[src/rtl/sort_phase_sequencer.sv]
// Handshaked controller for one odd-even transposition sort array: loads a row,
// walks SEND/RECV/CMP through every phase, then captures and offers the array maximum.
module sort_phase_sequencer #(
   parameter int ARRAYWIDTH  = 8,
   parameter int DATASIZE    = 16,
   parameter int SORT_PHASES = ARRAYWIDTH
) (
   input  logic                           clk,
   input  logic                           rst,
   input  logic                           in_valid,
   output logic                           in_ready,
   input  logic [ARRAYWIDTH*DATASIZE-1:0] in_data,
   output logic [ARRAYWIDTH*DATASIZE-1:0] arr_data,
   output logic                           arr_write_enable,
   output logic                           odd_SL,
   output logic                           odd_SR,
   output logic                           odd_RL,
   output logic                           odd_RR,
   output logic                           even_SL,
   output logic                           even_SR,
   output logic                           even_RL,
   output logic                           even_RR,
   output logic                           odd_cmp_en,
   output logic                           even_cmp_en,
   input  logic [DATASIZE-1:0]            arr_max,
   output logic [DATASIZE-1:0]            max_out,
   output logic                           max_valid,
   input  logic                           max_ready,
   output logic                           busy,
   output logic [7:0]                     phase_idx
);

   typedef enum logic [2:0] {
      S_IDLE = 3'd0,
      S_LOAD = 3'd1,
      S_SEND = 3'd2,
      S_RECV = 3'd3,
      S_CMP  = 3'd4,
      S_CAPT = 3'd5,
      S_OUT  = 3'd6
   } state_t;

   localparam logic [7:0] LAST_PHASE = 8'(SORT_PHASES - 1);

   state_t                           r_state;
   state_t                           w_state_nxt;
   logic [7:0]                       r_p;
   logic [7:0]                       w_p_nxt;
   logic                             w_grp_odd;
   logic [ARRAYWIDTH*DATASIZE-1:0]   r_arr_data;
   logic                             r_we;
   logic                             r_odd_send;
   logic                             r_odd_recv;
   logic                             r_even_send;
   logic                             r_even_recv;
   logic                             r_odd_cmp;
   logic                             r_even_cmp;
   logic [DATASIZE-1:0]              r_max_out;
   logic                             r_max_valid;

   // Next-state and phase-counter decode.
   always_comb begin
      w_state_nxt = r_state;
      w_p_nxt     = r_p;
      case (r_state)
         S_IDLE: begin
            if (in_valid) begin
               w_state_nxt = S_LOAD;
               w_p_nxt     = 8'd0;
            end else begin
               w_state_nxt = S_IDLE;
            end
         end
         S_LOAD: begin
            w_state_nxt = S_SEND;
            w_p_nxt     = 8'd0;
         end
         S_SEND: w_state_nxt = S_RECV;
         S_RECV: w_state_nxt = S_CMP;
         S_CMP: begin
            if (r_p == LAST_PHASE) begin
               w_state_nxt = S_CAPT;
            end else begin
               w_state_nxt = S_SEND;
               w_p_nxt     = r_p + 8'd1;
            end
         end
         S_CAPT: w_state_nxt = S_OUT;
         S_OUT: begin
            if (max_ready) begin
               w_state_nxt = S_IDLE;
            end else begin
               w_state_nxt = S_OUT;
            end
         end
         default: begin
            w_state_nxt = S_IDLE;
            w_p_nxt     = 8'd0;
         end
      endcase
   end

   // Even phases drive the odd group, odd phases the even group.
   assign w_grp_odd = ~w_p_nxt[0];

   // State, counter and output registers; strobes are decoded from the next state so they align with it.
   always_ff @(posedge clk) begin
      if (rst) begin
         r_state     <= S_IDLE;
         r_p         <= 8'd0;
         r_arr_data  <= '0;
         r_we        <= 1'b0;
         r_odd_send  <= 1'b0;
         r_odd_recv  <= 1'b0;
         r_even_send <= 1'b0;
         r_even_recv <= 1'b0;
         r_odd_cmp   <= 1'b0;
         r_even_cmp  <= 1'b0;
         r_max_out   <= '0;
         r_max_valid <= 1'b0;
      end else begin
         r_state     <= w_state_nxt;
         r_p         <= w_p_nxt;
         r_we        <= (w_state_nxt == S_LOAD);
         r_odd_send  <= (w_state_nxt == S_SEND) &&  w_grp_odd;
         r_odd_recv  <= (w_state_nxt == S_RECV) &&  w_grp_odd;
         r_odd_cmp   <= (w_state_nxt == S_CMP)  &&  w_grp_odd;
         r_even_send <= (w_state_nxt == S_SEND) && !w_grp_odd;
         r_even_recv <= (w_state_nxt == S_RECV) && !w_grp_odd;
         r_even_cmp  <= (w_state_nxt == S_CMP)  && !w_grp_odd;
         r_max_valid <= (w_state_nxt == S_OUT);
         if ((r_state == S_IDLE) && in_valid) begin
            r_arr_data <= in_data;
         end
         if (r_state == S_CAPT) begin
            r_max_out <= arr_max;
         end
      end
   end

   assign in_ready         = (r_state == S_IDLE);
   assign busy             = (r_state != S_IDLE);
   assign arr_data         = r_arr_data;
   assign arr_write_enable = r_we;
   assign odd_SL           = r_odd_send;
   assign odd_SR           = r_odd_send;
   assign odd_RL           = r_odd_recv;
   assign odd_RR           = r_odd_recv;
   assign even_SL          = r_even_send;
   assign even_SR          = r_even_send;
   assign even_RL          = r_even_recv;
   assign even_RR          = r_even_recv;
   assign odd_cmp_en       = r_odd_cmp;
   assign even_cmp_en      = r_even_cmp;
   assign max_out          = r_max_out;
   assign max_valid        = r_max_valid;
   assign phase_idx        = r_p;

endmodule

[config.mk]
export PLATFORM = sky130hd
export DESIGN_NAME = sort_phase_sequencer
export DESIGN_NICKNAME = d
export VERILOG_FILES = /design/src/rtl/sort_phase_sequencer.sv
export SDC_FILE = /design/constraint.sdc
export NUM_CORES = 1
export LEC_CHECK = 0
export CAP_MARGIN = 25
export CORE_AREA = 2 2 126 128
export CTS_CLUSTER_DIAMETER = 120
export DETAILED_ROUTE_END_ITERATION = 10
export DIE_AREA = 0 0 128 130
export PLACE_DENSITY = 0.79
export SKIP_LAST_GASP = 1
export SLEW_MARGIN = 20
export SYNTH_ARGS = -nofsm -noshare
export SYNTH_HDL_FRONTEND = slang
export SYNTH_SLANG_ARGS = --single-unit
[constraint.sdc]
create_clock -name clk -period 2 [get_ports clk]
set_input_delay 0.2 -clock clk [delete_from_list [all_inputs] [get_ports clk]]
set_output_delay 0.2 -clock clk [all_outputs]
set_load 0.05 [all_outputs]
==> impl_metrics.csv, run 1 <==
group,metric,value,unit
placement,dp_hpwl,12600,µm
clock_tree,postCtsSetupBuffers,0,
critical_path,arrival,1.71,ns
outcome,status,"finished clean",
pwr,vdd_drop_max,0.000588,V
die,initial_core_util,0.382,
synth,ys.flop_type,"dfxtp_1",
die,rows,46,
synth,synth_top_cell_area_share,0.554,
critical_path,cp.depth,1,
flow_run,max_cap_viol_count,0,
critical_path,critPathRequiredTime,1.80,ns
critical_path,slowest_delay,0.86,ns
routing,drt_iter0_drc,392,
routing,dr.pass1.iters,5,
timing,setup_viol,0,
placement,place_ws,0.228,ns
min_path,min_path_cells,2,
routing,viasPerCell,4.79,
layout,num-nets-final,1186,
synth,synth.net_count,891,
clock_tree,cts.repair.resized,0,
global_routing,antenna_found_initial,0,
synth,yosys.area.top_type,"dfxtp_1",
routing,drc,0,
synth,synth_cell_types,37,
clock_tree,cts_made_buffers,17,
synth,synth_area,0.00589,mm²
synth,synth-seq-area-share,0.554,
critical_path,worstPathCellList,"clkdlybuf4s50_1",
critical_path,crit_buf_inv,1,
routing,ant_nets,0,
critical_path,endpoint_kind,"output pin",
clock_tree,cts_htree_levels,4,
clock_tree,cts_sinks,163,
placement,port_buffers,313,
timing,tightest_slew,0.567,ns
timing,period_minus_slack,1.91,ns
layout,drive_gt1_frac,0.0611,
clock_tree,clk_latency,0.42,ns
pwr,powerDensity,921,mW/mm²
timing,fin_tns_setup,0,ns
clock_tree,clk_pin_slew,0.06,ns
global_routing,grt_pass1_vias,5421,
clock_tree,clockBufferDepth,2,
critical_path,crit_slowest_cell,"clkdlybuf4s50_1",
synth,yosys-top-cells-area,"dfxtp_1, nand2_1, a21oi_1",
die,die_w,128,µm
global_routing,grt_usage,0.208,
routing,via_count,5942,
synth,synth_common_cells,"nand2_1, dfxtp_1, a21oi_1, clkbuf_1, buf_2",
die,core,0.0154,mm²
synth,yosys_warnings,0,
synth,syn-mean-instance-area,7.94,µm²
global_routing,grt_pass1_wl,27200,µm
layout,areaGrowthSynthToFinish,68.3,%
layout,antenna_cells,0,
clock_tree,root_buffer,"clkbuf_16",
synth,yosysMostFrequentCell,"nand2_1",
timing,finalCritPeriodShare,0.954,
routing,wl_per_cell,14.5,µm
timing,relSlewSlack,0.621,
synth,synth_edf_count,0,
clock_tree,cts_hold_buf,0,
timing,fmax,524,MHz
global_routing,grt_max_degree,60,
critical_path,path_class,"flip-flop to output pin",
critical_path,cp_max_fo,6,
synth,ys_seq_elements,163,
critical_path,rr_worst_depth,4,
die,die-area,0.0166,mm²
synth,synth_cells,742,
pwr,p_leak,0.00363,µW
routing,routed_wl,18000,µm
timing,maxSlewViolCount,0,
critical_path,cp_top_family,"buffers and inverters",
die,die_h,130,µm
min_path,hp-class,"primary input to flip-flop",
timing,layout_setup_ws,0.0927,ns
timing,hold_violations,0,
critical_path,startpoint_type,"flip-flop",
placement,place_congestion,0.816,
synth,synthArstFlopShare,0,
global_routing,globalRoute.totalOverflow,0,
timing,rsz0062_at_grt,"no",
clock_tree,tritoncts,"yes",
die,io-pin-count,314,
timing,finalClockSkew,0.00648,ns
worst register-to-register path, stage by stage, from the launching register on:
cell      delay, ns
dfxtp_1        0.35
or4_1          0.67
nor4_2         0.22
o21ai_1        0.19
a221oi_2       0.28
sequential cells by signal, summed over array words and instances, names as in the netlist, 3 cells and up:
| register | count |
|---|---|
| arr_data | 128 |
| max_out | 16 |
| phase_idx | 8 |
| r_state | 3 |
metrics by stage:
step           area [µm²]  hold WS [ns]   util  total power, µW  std cells
6_report             9920         0.241  0.643             9140       1240
5_1_grt              9920         0.243  0.643             9490       1240
4_1_cts              9920         0.225  0.643             9230       1240
3_5_place_dp         9300         0.446  0.603             5810       1210
3_3_place_gp         9300         0.440  0.603             5790       1210
2_1_floorplan        5900         0.318      -             4870        742
worst paths after layout:
kind | start | end | slack (ns)
setup / recovery | phase_idx[0] | phase_idx[0] | 0.09
hold / removal | rst | arr_data[89] | 0.24
hold reg to reg | arr_data[101] | arr_data[101] | 0.45
setup reg to reg | phase_idx[4] | phase_idx[0] | 0.21
final cells by class:
| cell class | instances | area (µm²) |
|---|---|---|
| inverter | 2 | 7.51 |
| clock inverter | 10 | 158 |
| fill | 1288 | 5510 |
| timing repair buffer | 335 | 3420 |
| sequential | 163 | 3260 |
| tap | 192 | 240 |
| multi-input combinational | 518 | 2380 |
| clock buffer | 20 | 457 |
power by group:
group	total [µW]	switching, µW	internal, µW	leakage (µW)
sequential	3570	109	3460	0.00133
combinational	2170	1330	844	0.00200
clock	3400	1270	2140	0.000294
total	9140	2700	6440	0.00363
layout by cell type, fill, tap and decap left out, drive strengths merged, types with 2 or more instances in the layout:
master,Yosys,final
o31ai,2,2
inv,2,2
clkinv,0,3
buf,23,25
or4,3,3
nor2,4,4
o21ba,2,2
or3,3,3
o21ai,9,9
a21oi,156,156
nor2b,6,6
nand3,3,3
dfxtp,163,163
nor3,7,7
a31oi,2,2
clkbuf,36,20
clkinvlp,0,3
and3b,3,3
and2,4,4
nand2b,3,3
bufinv,0,4
nand3b,2,2
clkdlybuf4s50,0,310
nand2,297,297
cells by family after synthesis:
logic type                 after synthesis  synth area share
and+or+nand+nor                        339             0.236
AOI/OAI and AO/OA                      178             0.162
DFF                                    163             0.554
buffers and inverters                   61            0.0454
adders and majority gates                1           0.00212
layer usage:
metal / wire length (µm) / GRT usage
met3: 1600 / 0.0861
met5: 0 / 0
met1: 7220 / 0.233
met2: 8910 / 0.359
met4: 254 / 0.0730
Note: power is estimated with default switching activity, not from simulation.
==> run 2: changes to the inputs <==
--- a/config.mk
+++ b/config.mk
@@ -6,10 +6,11 @@
 export NUM_CORES = 1
 export LEC_CHECK = 0
 export CAP_MARGIN = 25
-export CORE_AREA = 2 2 126 128
+export CORE_AREA = 10 10 134 136
 export CTS_CLUSTER_DIAMETER = 120
 export DETAILED_ROUTE_END_ITERATION = 10
-export DIE_AREA = 0 0 128 130
+export DIE_AREA = 0 0 144 146
+export HOLD_SLACK_MARGIN = 0.08
 export PLACE_DENSITY = 0.79
 export SKIP_LAST_GASP = 1
 export SLEW_MARGIN = 20
==> run 2 against run 1 <==
Against the previous run: critical path depth stayed put; setup slack better by 0.0014 ns; combinational power is 2% lower; non-clock buffer count is 4 lower; clock power is 4% lower; core utilization is 0.94 points lower; highest routed layer unchanged; critical endpoint is now phase_idx[4]; count of clock-buffer cells in the layout is 3 higher.
==> impl_metrics.csv, run 2 (same netlist as run 1, synthesis figures left out) <==
group,metric,value,unit
layout,multi_input_area,0.00238,mm²
global_routing,grt_pass1_wl,31300,µm
pwr,p_leak,0.00358,µW
critical_path,crit_buf_inv,1,
global_routing,grt_usage,0.188,
global_routing,antenna_found_initial,0,
placement,port_buffers,313,
die,die_w,144,µm
routing,dr.pass1.iters,4,
clock_tree,cts_made_buffers,17,
die,io-pin-count,314,
layout,largest_reg_flops,128,
timing,fmax,525,MHz
die,rows,46,
timing,timing.hold.ws,0.315,ns
layout,areaGrowthSynthToFinish,66.5,%
layout,layout_common_cells,"clkdlybuf4s50_1, nand2_1, dfxtp_1, a21oi_1, clkbuf_16",
routing,viasPerCell,4.75,
timing,finalCritPeriodShare,0.953,
layout,num-nets-final,1182,
timing,hold_violations,0,
critical_path,endpoint_kind,"output pin",
timing,fin_tns_setup,0,ns
timing,period_minus_slack,1.91,ns
layout,layout_commonest_cell,"clkdlybuf4s50_1",
clock_tree,clockBufferDepth,2,
routing,via_count,5877,
clock_tree,clk_pin_slew,0.06,ns
critical_path,arrival,1.71,ns
die,initial_core_util,0.381,
critical_path,slowest_delay,0.87,ns
timing,tightest_slew,0.568,ns
critical_path,critPathRequiredTime,1.80,ns
layout,drive_gt1_frac,0.0554,
timing,layout_setup_ws,0.0941,ns
die,die_h,146,µm
critical_path,worstPathCellList,"clkdlybuf4s50_1",
clock_tree,root_buffer,"clkbuf_16",
clock_tree,tritoncts,"yes",
timing,rsz0062_at_grt,"no",
clock_tree,cts_htree_levels,4,
critical_path,cp_top_family,"buffers and inverters",
routing,drc,0,
critical_path,path_class,"flip-flop to output pin",
layout,fillerInstances,1290,
die,core,0.0155,mm²
pwr,finalPower,8960,µW
placement,place_congestion,0.851,
critical_path,cp_max_fo,7,
placement,place_ws,0.204,ns
routing,drt_iter0_drc,288,
critical_path,crit_slowest_cell,"clkdlybuf4s50_1",
placement,dp_hpwl,14800,µm
timing,relSlewSlack,0.620,
die,die-area,0.0210,mm²
layout,seq_area,0.00326,mm²
clock_tree,cts_sinks,163,
timing,maxSlewViolCount,0,
routing,routed_wl,20300,µm
global_routing,grt_max_degree,73,
routing,wl_per_cell,16.4,µm
flow_run,max_cap_viol_count,0,
timing,setup_viol,0,
min_path,hp-class,"primary input to flip-flop",
clock_tree,clk_latency,0.43,ns
outcome,status,"finished clean",
global_routing,grt_pass1_vias,5737,
layout,antenna_cells,0,
routing,ant_nets,0,
timing,finalClockSkew,0.0133,ns
pwr,powerDensity,913,mW/mm²
global_routing,globalRoute.totalOverflow,0,
critical_path,startpoint_type,"flip-flop",
clock_tree,postCtsSetupBuffers,0,
pwr,vdd_drop_max,0.000521,V
[run 2: changes by cell type in the layout (fill, tap and decap cells not counted), moves of 2 or more]
cell             before  now
buf_12               10    6
clkdlybuf4s50_1     310  308
clkbuf_1              1    6
clkbuf_8              2    0
[run 2: per-layer routing]
| layer | part of all wire | up-vias | track usage |
|---|---|---|---|
| li1 | - | 2996 | - |
| met4 | 0.017 | 0 | 0.0664 |
| met2 | 0.49 | 221 | 0.316 |
| met5 | 0 | - | 0 |
| met3 | 0.12 | 21 | 0.0999 |
| met1 | 0.37 | 2639 | 0.194 |
[run 2: metrics by stage]
step / instance area, µm² / utilization / std cells
after CTS: 9800 / 0.633 / 1238
final: 9810 / 0.634 / 1238
after global placement: 9210 / 0.595 / 1205
after detailed placement: 9210 / 0.595 / 1205
after floorplan: 5900 / - / 742
after global routing: 9810 / 0.634 / 1238
[run 2: final timing paths]
check                start       endpoint  slack, ns  cells past startpoint
max           phase_idx[4]   phase_idx[4]       0.09                      1
min            in_data[63]   arr_data[63]       0.31                      3
min reg2reg  arr_data[120]  arr_data[120]       0.45                      2
max reg2reg     r_state[0]   phase_idx[0]       0.20                      4
[run 2: power by group]
part           internal [µW]  leakage, µW  switching [µW]  total, µW
Clock                   1960     0.000271            1300       3260
Sequential              3460      0.00133             108       3560
Combinational            809      0.00198            1320       2130
Total                   6230      0.00358            2730       8960
[run 2: timing repair]
item / in CTS / in global routing
setup endpoints to repair: 0 / 2
hold buffers: 1 / 0
gates resized for setup: 0 / 2
endpoints found under the hold margin: 3 / 0
[run 2: layout make-up]
cell class                 instances  area share
inverter                           2    0.000765
clock inverter                     9      0.0134
clock buffer                      23      0.0457
tap                              192      0.0245
timing repair buffer             331       0.340
sequential                       163       0.333
multi-input combinational        518       0.243
==> variant 1: new RTL, config.mk and constraints of run 2 <==
Reset style: asynchronous (`rst`), changed in one clocked block.
--- a/src/rtl/sort_phase_sequencer.sv
+++ b/src/rtl/sort_phase_sequencer.sv
@@ -106,3 +106,3 @@
    // State, counter and output registers; strobes are decoded from the next state so they align with it.
-   always_ff @(posedge clk) begin
+   always_ff @(posedge clk or posedge rst) begin
       if (rst) begin
Formal check against the unedited RTL: differs if rst is asserted again (counterexample within 4 cycles, from zero or initial values and one cycle with rst high); with rst held inactive, the same outputs for 10 cycles.
==> variant 1 against run 2 <==
- setup slack got worse by 0.028 ns
- register-to-register slack better by 0.04 ns
- sequential share of layout area grew 6.4 points
- sequential cell count unchanged
- area after synthesis is 6.9% higher
- non-clock buffer count is 7 lower
- first-iteration DRC count decreased by 55%
- cell area increased by 4.9%
- wire length fell by 7.8%
- critical path depth unchanged
- largest cell class is now registers
- highest routed layer unchanged
Power is not compared: it rests on default switching activity, and its combinational part moved more than twofold at a synthesized area within 25%.
==> variant 1: results <==
[placement]
dp_cells = 894
numPortBuffers = 313
dp_hpwl_mm = 14.7
post_dp_cell_area_um2 = 9670
place_worst_setup_slack_ns = 0.211
gp_congestion = 0.829

[finish]
largest_reg_flops = 128
finalNonFillerCells = 926
final_area_um2 = 10300
n_fill_cell = 1114
antenna_cells = 0
drive_above_1_share_pct = 6.95
final_nets = 870

[critical_path]
r2r-start = phase_idx[0]
rrSetupSlack_ns = 0.24
r2r_cells = 5
critical_path.slowest_cell = clkdlybuf4s50_1
max_stage_delay_ns = 0.88
r2r_end = phase_idx[5]
worstSetupEndpoint = phase_idx[5]
cp-startpoint = phase_idx[5]
cpLargestDelayFamily = buffers and inverters
path_max_fanout = 6
cp.arrival_ns = 1.73

[synthesis]
syn_avg_cell_area_um2 = 15.7
netlist_top_cells_count = 163 x dfrtp_1, 144 x mux2_1, 16 x buf_4
synth.distinct_cells = 38
synth.area.top_cells = dfrtp_1 65%, mux2_1 26%, buf_4 1.9%, nand3_1 1.0%, buf_6 0.54%
synth_fp_nets = 550
yosysSeqAreaShare_pct = 64.7
async_flop_share_pct = 100
yosys_warnings = 0

[clocking]
worstSkewPairLatency_ns = 0.42
h-tree-depth = 4
cts-buffers-inserted = 17
cts_buffer_depth = 2
clkSlewWorstSetupHoldPaths_ns = 0.07

[worst_hold_path]
hold_class = input port to asynchronous set/reset pin

[global_route]
grtUsageMet3_pct = 8.13
grt_start_max_net_pins = 56
grt_pass1_wl_mm = 28.8
antenna_found_initial = 0
grtUsageMet2_pct = 30.7
grt_pass1_vias = 4985
grt_use_met1_pct = 18.2
grt_util_all_layers_pct = 17.7

[route]
viasPerCell = 4.86
drt-total-wl_mm = 18.7
drt_iter0_markers = 129
dr.pass1.iters = 4

[outcome]
status = complete, no violations

[timing]
setup-violations-final = 0
post-route-period-util_pct = 96.7
worstMarginPinSlew_ns = 0.563
skew_ns = 0.0141

[pwr]
power_leakage_nw = 4.38
[variant 1: changes by cell type after synthesis, moves of 4 or more]
cell	delta
a21oi_1	-153
buf_2	-18
buf_4	+12
clkbuf_1	-33
dfrtp_1	+163
dfxtp_1	-163
mux2_1	+144
nand2_1	-290
nand3_1	+10
nor2_1	+4
nor2b_1	-4
nor3_1	-4
o21ai_0	-6
[variant 1: final cells by class]
type | count | share of cell area, %
clock buffer | 17 | 4.13
clock inverter | 15 | 1.87
inverter | 3 | 0.146
multi-input combinational | 212 | 19.9
sequential | 163 | 39.6
tap | 192 | 2.33
timing repair buffer | 324 | 32.0
[variant 1: how the worst min path moves through the flow]
stage	cells after the start	slack, ns	startpoint	to
after floorplan	1	0.33	arr_max[10]	max_out[10]
after global placement	1	0.47	arr_data[70]	arr_data[70]
after detailed placement	1	0.47	arr_data[51]	arr_data[51]
after CTS	2	0.09	rst	max_out[13]
after global routing	2	0.09	rst	max_valid
final	2	0.10	rst	max_out[13]
[variant 1: logic make-up after synthesis]
kind of cell             synth area share, %
XOR/XNOR                               0.278
multiplexers                            25.9
AND/OR/NAND/NOR                         4.77
AO/OA/AOI/OAI                           1.25
adder cells (fa/ha/maj)                0.199
buffers and inverters                   2.88
flip-flops                              64.7
[variant 1: power by group]
part	switching [mW]	internal (mW)	leakage [nW]	total, mW
clock network	1.39	2.00	0.296	3.39
registers	0.847	4.90	1.96	5.75
logic	7.82	4.14	2.12	12.0
[variant 1: per-layer routing]
layer	wire length [um]	vias to the layer above
li1	-	2054
met1	6700	2233
met2	9620	183
met3	2010	28
met4	389	0
met5	0	-
[variant 1: repair_timing]
item / in CTS / in global routing
buffers inserted: 0 / 0
hold buffers: 0 / 0
setup endpoints to repair: 1 / 3
resized for setup: 1 / 3
hold endpoints to repair: 0 / 0
==> variant 2: new RTL, flow settings as in run 2 <==
Without the edit above. Change the parameter `ARRAYWIDTH` from 8 to 6.
--- a/src/rtl/sort_phase_sequencer.sv
+++ b/src/rtl/sort_phase_sequencer.sv
@@ -3,3 +3,3 @@
 module sort_phase_sequencer #(
-   parameter int ARRAYWIDTH  = 8,
+   parameter int ARRAYWIDTH  = 6,
    parameter int DATASIZE    = 16,
Ports: changed (resized arr_data and in_data); port bits go from 314 to 250. The function was not compared with the original's and may differ.
==> variant 2 against run 2 <==
- wire length is 19% lower
- largest cell class unchanged
- area after synthesis is 17% lower
- count of clock-buffer cells in the layout is 6 lower
- setup slack hardly changed
- power is 15% lower
- sequential cell count is 32 lower
- cell area is 17% lower
- global-route usage is 3.6 points lower
- highest routed layer unchanged
- die area stayed put
==> variant 2: results <==
[finish]
largest_reg_flops = 96
final_nets = 954
nNonClkBuffers = 263
regArea_um2 = 2620
drive_above_1_share_pct = 7.18
n_fill_cell = 1425
multi_input_area_um2 = 2010
multi_input_area_share_pct = 24.6
nMultiInputCombCells = 418

[timing]
skew_ns = 0.00636
hold_ws_ns = 0.330

[route]
viasPerCell = 4.65
drt_iter0_markers = 257
met1_length_mm = 6.41
routedWlPerCell_um = 15.9
wl_met3_mm = 1.66
met2_length_mm = 8.12

[critical_path]
r2r-start = phase_idx[1]
r2r_cells = 6

[synthesis]
netlist_top_cells_count = 229 x nand2_1, 131 x dfxtp_1, 125 x a21oi_1
synth_fp_nets = 718
synth.distinct_cells = 47
syn_avg_cell_area_um2 = 8.13
synthMuxAreaShare_pct = 0.205
yosysSeqAreaShare_pct = 53.8
synthAdderAreaFrac_pct = 0.513

[placement]
dp_hpwl_mm = 12.1
gp_congestion = 0.818
place_worst_setup_slack_ns = 0.176
dp_cells = 1008

[outcome]
status = complete, no violations

[global_route]
grt_pass1_vias = 4603
grt_pass1_wl_mm = 25.2
grt_util_all_layers_pct = 15.2

[pwr]
ir_worst_vdd_mv = 0.558
power_leakage_nw = 2.98

[clocking]
clock_sinks = 131
worstSkewPairLatency_ns = 0.41
variant 2: changes by cell type after synthesis, moves of 3 or more:
cell	run 2	this run
and3b_1	3	0
dfxtp_1	163	131
inv_1	2	5
o21ai_0	6	3
buf_4	4	11
clkbuf_1	36	24
buf_2	19	9
a21oi_1	156	125
nand2_1	297	229
variant 2: worst max path at each step:
| stage | start | end | slack [ns] | cells past startpoint |
|---|---|---|---|---|
| 2_1_floorplan | phase_idx[1] | phase_idx[4] | 0.008 | 6 |
| 3_3_place_gp | r_state[0] | phase_idx[4] | 0.23 | 4 |
| 3_5_place_dp | r_state[0] | phase_idx[4] | 0.18 | 4 |
| 4_1_cts | phase_idx[2] | phase_idx[2] | 0.03 | 1 |
| 5_1_grt | r_state[0] | phase_idx[4] | 0.006 | 4 |
| 6_report | phase_idx[3] | phase_idx[3] | 0.09 | 1 |
variant 2: report_power, final:
part	leakage (nW)	switching [mW]	internal [mW]
combinational	1.63	1.03	0.667
sequential	1.07	0.0891	2.77
clock	0.280	1.22	1.85
